==> config.mk <==
export PLATFORM = sky130hd
export DESIGN_NAME = counter_sequencer
export DESIGN_NICKNAME = d
export VERILOG_FILES = /design/src/rtl/counter_seq_pkg.sv /design/src/rtl/counter_datapath.sv /design/src/rtl/counter_sequencer.sv
export SDC_FILE = /design/constraint.sdc
export NUM_CORES = 1
export LEC_CHECK = 0
export BUFFER_PORTS_ARGS = -buffer_cell sky130_fd_sc_hd__clkbuf_2
export CORE_AREA = 4 4 82 84
export CTS_BUF_LIST = sky130_fd_sc_hd__clkbuf_4 sky130_fd_sc_hd__clkbuf_8 sky130_fd_sc_hd__clkbuf_16
export DETAILED_ROUTE_END_ITERATION = 6
export DIE_AREA = 0 0 86 88
export GPL_TIMING_DRIVEN = 0
export PLACE_DENSITY = 0.7
export SYNTH_ARGS = -nofsm -noshare
export SYNTH_HDL_FRONTEND = slang
export SYNTH_HIERARCHICAL = 1
export SYNTH_SLANG_ARGS = --single-unit
export TNS_END_PERCENT = 100
==> constraint.sdc <==
create_clock -name clk -period 3.9 [get_ports clk]
set_input_delay 0.975 -clock clk [delete_from_list [all_inputs] [get_ports clk]]
set_output_delay 0.975 -clock clk [all_outputs]
set_load 0.03 [all_outputs]
==> src/rtl/counter_seq_pkg.sv <==
// Shared opcodes, FSM states and reset constants for the counter sequencer.
package counter_seq_pkg;

    typedef enum logic [2:0] {
        OP_NOP   = 3'd0,
        OP_LOAD  = 3'd1,
        OP_STEP  = 3'd2,
        OP_LIMIT = 3'd3,
        OP_DIR   = 3'd4,
        OP_RUN   = 3'd5,
        OP_STOP  = 3'd6,
        OP_RSVD  = 3'd7
    } opcode_t;

    typedef enum logic {
        ST_IDLE = 1'b0,
        ST_RUN  = 1'b1
    } state_t;

    localparam logic        DIR_UP      = 1'b0;
    localparam logic        DIR_DOWN    = 1'b1;
    localparam logic        DIR_RESET   = DIR_UP;
    // Wide constants, sliced down to the configured counter width.
    localparam logic [31:0] STEP_RESET  = 32'd1;
    localparam logic [31:0] LIMIT_RESET = 32'hFFFF_FFFF;

endpackage

==> src/rtl/counter_datapath.sv <==
// Count register with load port, add/subtract unit with carry/borrow out,
// and equality compare of the updated value against the limit.
module counter_datapath
    import counter_seq_pkg::*;
#(
    parameter int WIDTH = 8
) (
    input  logic             clk,
    input  logic             rst_n,
    input  logic             load,
    input  logic [WIDTH-1:0] load_value,
    input  logic             update,
    input  logic [WIDTH-1:0] step,
    input  logic             dir,
    input  logic [WIDTH-1:0] limit,
    output logic [WIDTH-1:0] count,
    output logic             wrap,
    output logic             match
);

    // Extra top bit captures carry (up) or borrow (down) out of WIDTH bits.
    logic [WIDTH:0] result;

    always_comb begin
        if (dir == DIR_DOWN) begin
            result = {1'b0, count} - {1'b0, step};
        end else begin
            result = {1'b0, count} + {1'b0, step};
        end
    end

    always_ff @(posedge clk) begin
        if (!rst_n) begin
            count <= '0;
            wrap  <= 1'b0;
            match <= 1'b0;
        end else begin
            wrap  <= 1'b0;
            match <= 1'b0;
            if (load) begin
                count <= load_value;
            end else if (update) begin
                count <= result[WIDTH-1:0];
                wrap  <= result[WIDTH];
                match <= (result[WIDTH-1:0] == limit);
            end
        end
    end

endmodule

==> src/rtl/counter_sequencer.sv <==
// Command-driven sequencer: configuration registers, burst FSM and the
// remaining-update counter around the counter datapath.
module counter_sequencer
    import counter_seq_pkg::*;
#(
    parameter int WIDTH = 8
) (
    input  logic             clk,
    input  logic             rst_n,
    input  logic             ena,
    input  logic             cmd_valid,
    output logic             cmd_ready,
    input  logic [2:0]       cmd_op,
    input  logic [WIDTH-1:0] cmd_data,
    output logic [WIDTH-1:0] count,
    output logic             busy,
    output logic             done,
    output logic             wrap,
    output logic             match
);

    opcode_t          op;
    state_t           state;
    logic [WIDTH-1:0] step;
    logic [WIDTH-1:0] limit;
    logic [WIDTH-1:0] remaining;
    logic             dir;
    logic             free_run;
    logic             accept;
    logic             load;
    logic             update;

    assign op        = opcode_t'(cmd_op);
    assign cmd_ready = ena & ((state == ST_IDLE) | (op == OP_STOP));
    assign accept    = cmd_valid & cmd_ready;
    assign load      = accept & (state == ST_IDLE) & (op == OP_LOAD);
    // An accepted STOP in RUN suppresses the update on its edge.
    assign update    = ena & (state == ST_RUN) & ~accept;

    always_ff @(posedge clk) begin
        if (!rst_n) begin
            state     <= ST_IDLE;
            step      <= STEP_RESET[WIDTH-1:0];
            limit     <= LIMIT_RESET[WIDTH-1:0];
            dir       <= DIR_RESET;
            remaining <= '0;
            free_run  <= 1'b0;
            busy      <= 1'b0;
            done      <= 1'b0;
        end else begin
            done <= 1'b0;
            if (ena) begin
                case (state)
                    ST_IDLE: begin
                        if (accept) begin
                            case (op)
                                OP_STEP:  step  <= cmd_data;
                                OP_LIMIT: limit <= cmd_data;
                                OP_DIR:   dir   <= cmd_data[0];
                                OP_RUN: begin
                                    state     <= ST_RUN;
                                    busy      <= 1'b1;
                                    remaining <= cmd_data;
                                    free_run  <= (cmd_data == '0);
                                end
                                default: ;
                            endcase
                        end
                    end
                    ST_RUN: begin
                        if (accept) begin
                            state <= ST_IDLE;
                            busy  <= 1'b0;
                        end else if (!free_run) begin
                            remaining <= remaining - 1'b1;
                            // The update on this edge is the last one of the burst.
                            if (remaining == {{(WIDTH-1){1'b0}}, 1'b1}) begin
                                state <= ST_IDLE;
                                busy  <= 1'b0;
                                done  <= 1'b1;
                            end
                        end
                    end
                    default: state <= ST_IDLE;
                endcase
            end
        end
    end

    counter_datapath #(
        .WIDTH(WIDTH)
    ) datapath (
        .clk        (clk),
        .rst_n      (rst_n),
        .load       (load),
        .load_value (cmd_data),
        .update     (update),
        .step       (step),
        .dir        (dir),
        .limit      (limit),
        .count      (count),
        .wrap       (wrap),
        .match      (match)
    );

endmodule

# Yosys cells after proc, flatten, opt, wreduce, memory -nomap -nowiden
# Index checks and enable logic that the tools add are counted.
# op_classes
magnitude_cmp	0
div_mod_pow	0
shifts	0
multipliers	0
n_reduce_logical	10
add_sub_neg	3
n_eq_ne	14
bitwise_logic	12
mux	21
# ops
op	count
$mux 8	6
$pmux 8 s2	1
$reduce_and 4->1	4
$mux 1	11
$reduce_and 5->1	2
$add 8x8->9	1
$eq 3x3->1 const B	3
$mux 9	1
$sub 8x8->9	1
$eq 8x1->1 const B	1
$eq 8x8->1	1
$logic_not 8->1	1
$sub 8x1->8 const B	1
$and 1x1->1	6
$eq 3x2->1 const B	2
$ne 2x2->1 const B	3
$not 1->1	5
$reduce_or 5->1	1
$pmux 1 s2	2
$eq 3x1->1 const B	1
$ne 3x1->1 const B	1
$ne 3x2->1 const B	1
$reduce_or 3->1	1
$ne 2x1->1 const B	1
2 further kinds	2
# totals
latchBits	0
word_cells	71
memories	0
input_bits	15
romBits	0
ramBits	0
register_bits	39

# Longest topological paths before layout
# logic_depth
word_depth	8
mapped_depth	14
depth_no_buf	13

# Hierarchy
# Netlist, hierarchy kept.
# modules_own_cells
module	area_per_inst_um2	instances	seq_area_each_um2	cells_per_inst
counter_sequencer	1536.5	1	580.6	188
counter_datapath	1124.8	1	200.2	151

# Worst setup path before layout
# No wires, ideal clock.
# synth_path
kind	in2out
start	in ena
end	out cmd_ready
stages	3
arrival_time_ps	1839
path_slack_ps	1086
t_required_ps	2925
path_cell_list	clkbuf_1 -> inv_1 -> a21oi_1
# synth_via
elab_chain_cells	1
# synth_rtl
element	line_no	source
start, declared	counter_sequencer.sv:10	input logic ena,
$and 1x1->1	counter_sequencer.sv:34	assign cmd_ready = ena & ((state == ST_IDLE) | (op == OP_STOP));
end, declared	counter_sequencer.sv:12	output logic cmd_ready,
# No other way between the ends.

# Worst setup path after layout
# Same ends and word-level chain as after synthesis.

==> run_results.csv <==
group,metric,value,unit
clock_tree,clk_latency,0.30,ns
floorplan,start_util,0.4495,
detailed_routing,routed.top_layer,"met4",
sta,slew_headroom,0.6109,
synth,synth_area,0.002661,mm2
setup_path,r2r_cells,8,
detailed_routing,via_per_inst,5.609,
clock_tree,clock_path_buffers,2,
clock_tree,root_buffer,"clkbuf_8",
synth,synthCells,339,
sta,period_share,0.7238,
setup_path,r2r-end,"datapath/match$_SDFF_PP0_",
detailed_routing,wire_per_inst,15.38,um
global_route,grt_pass1_wl,11.34,mm
run_status,status,"completed",
sta,finClkSkew,0.01173,ns
clock_tree,cts_tree,"done",
layout,area_growth,13.35,%
setup_path,cp.arrival,1.85,ns
setup_path,worst_setup_path_end_kind,"primary output",
sta,hold_violations,0,
floorplan,die_height,88,um
synth,syn_area_per_cell,7.850,um2
setup_path,crit_path_start_kind,"primary input",
clock_tree,h-tree-depth,2,
global_route,grt_usage,0.1895,
synth,ys_ff_latch,39,
worst_hold_path,hold_start,"remaining[1]$_SDFFE_PN0P_",
clock_tree,postCtsHoldBufs,0,
worst_hold_path,min_to,"remaining[1]$_SDFFE_PN0P_",
layout,mostFrequentLayoutCell,"dfxtp_1",
placed_design,dp_hpwl,5.300,mm
layout,final_cell_area,0.003017,mm2
clock_tree,post_cts_buffers,0,
setup_path,cp.required,2.92,ns
sta,layout_min_cycle_time,2.823,ns
clock_tree,cts_inserted_buffers,5,
worst_hold_path,hp-class,"flop to flop",
detailed_routing,vias,2507,
layout,layout_common_cells,"dfxtp_1 (39), nand2_1 (34), nor2_1 (33), clkbuf_2 (25), a21oi_1 (23)",
detailed_routing,wl_met3,456,um
synth,synthDistinctLibCells,67,
layout,n_fill_cell,579,
synth,synth-async-reset-ratio,0,
layout,layout.cells.non_filler,447,
detailed_routing,drt-initial-drc-count,154,
detailed_routing,drt-met1-wl,3.103,mm
sta,fmax,354.2,MHz
detailed_routing,wl,6.876,mm
sta,rsz0062_at_grt,"false",
detailed_routing,drtAntennaViolNets,0,
layout,n_antenna_cell,0,
sta,setup_viol,0,
global_route,grt-ovfl-total,0,
sta,fin_tns_setup,0,ns
synth,yosys_warnings,6,
placed_design,gp_congestion,0.8749,
power_and_ir_drop,powerDensity,317.3,mW/mm2
sta,whs,0.5003,ns
setup_path,r2r_start,"dir$_SDFFE_PN0P_",
floorplan,die_area,0.007568,mm2
floorplan,core.rowCount,28,
layout,drive_gt1_frac,0.1452,
synth,ys_seq_area_frac,0.2934,
detailed_routing,wl_met2,3.243,mm
synth,synth.net_count,366,
power_and_ir_drop,max-vdd-ir-drop,168.0,uV
clock_tree,cts_resized,0,
setup_path,critPathKind,"primary input to primary output",
layout,finalNetCount,398,
setup_path,path_max_fanout,10,
global_route,grt_start_max_net_pins,14,
detailed_routing,firstDrtPassIters,4,
clock_tree,clock-sinks,39,
floorplan,die_width,86,um
placed_design,port_buffers,25,
clock_tree,clkTransAtPathRegs,0.08,ns
layout,final_util,0.5095,
sta,tightest_slew,0.5836,ns
detailed_routing,drc_errors,0,
placed_design,dp.cells,439,
worst_hold_path,hold_depth,2,
global_route,grt_pass1_vias,2351,
flow_run,max_cap_viol_count,0,
floorplan,io_pins,28,
synth,synth_ff_type,"dfxtp_1",
global_route,antenna_found_initial,0,
synth,synth-edff-count,0,
floorplan,core-area,0.005921,mm2
placed_design,postPlaceCellArea,0.002880,mm2
setup_path,r2r_slack,1.17,ns
sta,drv_slew,0,
power_and_ir_drop,p_leak,1.300,nW
==> critical path: stages <==
cell and delay (ns):
clkbuf_1 0.29, inv_1 0.20, a21oi_1 0.16, clkbuf_2 0.22
==> cell type report <==
| class | count | area, um2 | share of cell area |
|---|---|---|---|
| plain buffers | 20 | 100.1 | 0.03318 |
| clock buffers | 5 | 68.82 | 0.02281 |
| clock inverters | 3 | 67.56 | 0.02240 |
| inverters | 18 | 67.56 | 0.02240 |
| multi-input cells | 262 | 1713 | 0.5678 |
| flip-flops and latches | 39 | 780.7 | 0.2588 |
| well taps | 75 | 93.84 | 0.03111 |
| repair buffers | 25 | 125.1 | 0.04148 |
==> logic make-up (layout without fill, tap and decap cells) <==
family | count (synthesis) | count (layout) | synth area share
flops | 39 | 39 | 0.2934
simple gates | 143 | 143 | 0.2802
fa+ha+maj | 12 | 12 | 0.05924
buf+inv | 38 | 71 | 0.06300
mux | 13 | 13 | 0.04937
xor+xnor | 18 | 18 | 0.05924
compound gates | 76 | 76 | 0.1956
==> where the power goes <==
group          total [mW]  leakage [nW]  switching [mW]  internal (mW)
Clock               0.412        0.0644           0.156          0.255
Sequential          0.413         0.316         0.00735          0.406
Combinational       0.132         0.920          0.0817         0.0508
Total               0.957          1.30           0.245          0.712
==> cell usage after synthesis (all sizes together) (3+ instances only) <==
library cell,count,area share
a31oi,5,0.017
xnor2,12,0.039
clkbuf,11,0.016
nand4b,3,0.012
nand2b,8,0.019
mux2i,12,0.045
nand4,3,0.0071
xor2,6,0.020
o311ai,3,0.0099
buf,9,0.022
nor4,8,0.021
o211ai,3,0.0085
o32ai,3,0.0099
and2,3,0.0075
and3,4,0.0099
o21ai,13,0.024
nand3b,3,0.0085
inv,18,0.025
a21oi,24,0.047
dfxtp,39,0.29
nand2,34,0.048
nor2b,7,0.016
o22ai,3,0.0071
ha,11,0.052
nor3,10,0.019
nor2,34,0.049
nand3,17,0.034
==> registers in the layout, indices dropped and copies added (netlist names) <==
| register | count |
|---|---|
| datapath/match | 1 |
| dir | 1 |
| step | 8 |
| datapath/wrap | 1 |
| limit | 8 |
| datapath/count | 8 |
| free_run | 1 |
| remaining | 8 |
| done | 1 |
| state | 1 |
| busy | 1 |
==> routing by layer <==
| layer | vias to the layer above | global-route usage |
|---|---|---|
| li1 | 1275 | - |
| met1 | 1150 | 0.2536 |
| met2 | 74 | 0.3132 |
| met3 | 8 | 0.03010 |
| met4 | 0 | 0.05899 |
| met5 | - | 0 |
==> stage by stage <==
| step | power, mW | setup WS (ns) |
|---|---|---|
| 4_1_cts | 0.9617 | 1.096 |
| 5_1_grt | 0.9913 | 0.9956 |
| 3_3_place_gp | 0.5526 | 0.9026 |
| 6_report | 0.9572 | 1.077 |
| 3_5_place_dp | 0.5543 | 0.9103 |
| 2_1_floorplan | 0.5130 | 1.086 |
==> worst max path at each step <==
stage,from,end,slack (ns),depth (start not counted)
floorplan,ena,cmd_ready,1.09,3
global placement,cmd_op[1],datapath/count[4]$_SDFFE_PN0P_,0.90,9
detailed placement,cmd_op[1],datapath/count[4]$_SDFFE_PN0P_,0.91,9
CTS,ena,cmd_ready,1.10,4
global route,ena,cmd_ready,1.0,4
finish,ena,cmd_ready,1.08,4
No activity file was read; power rests on OpenSTA's default activity.
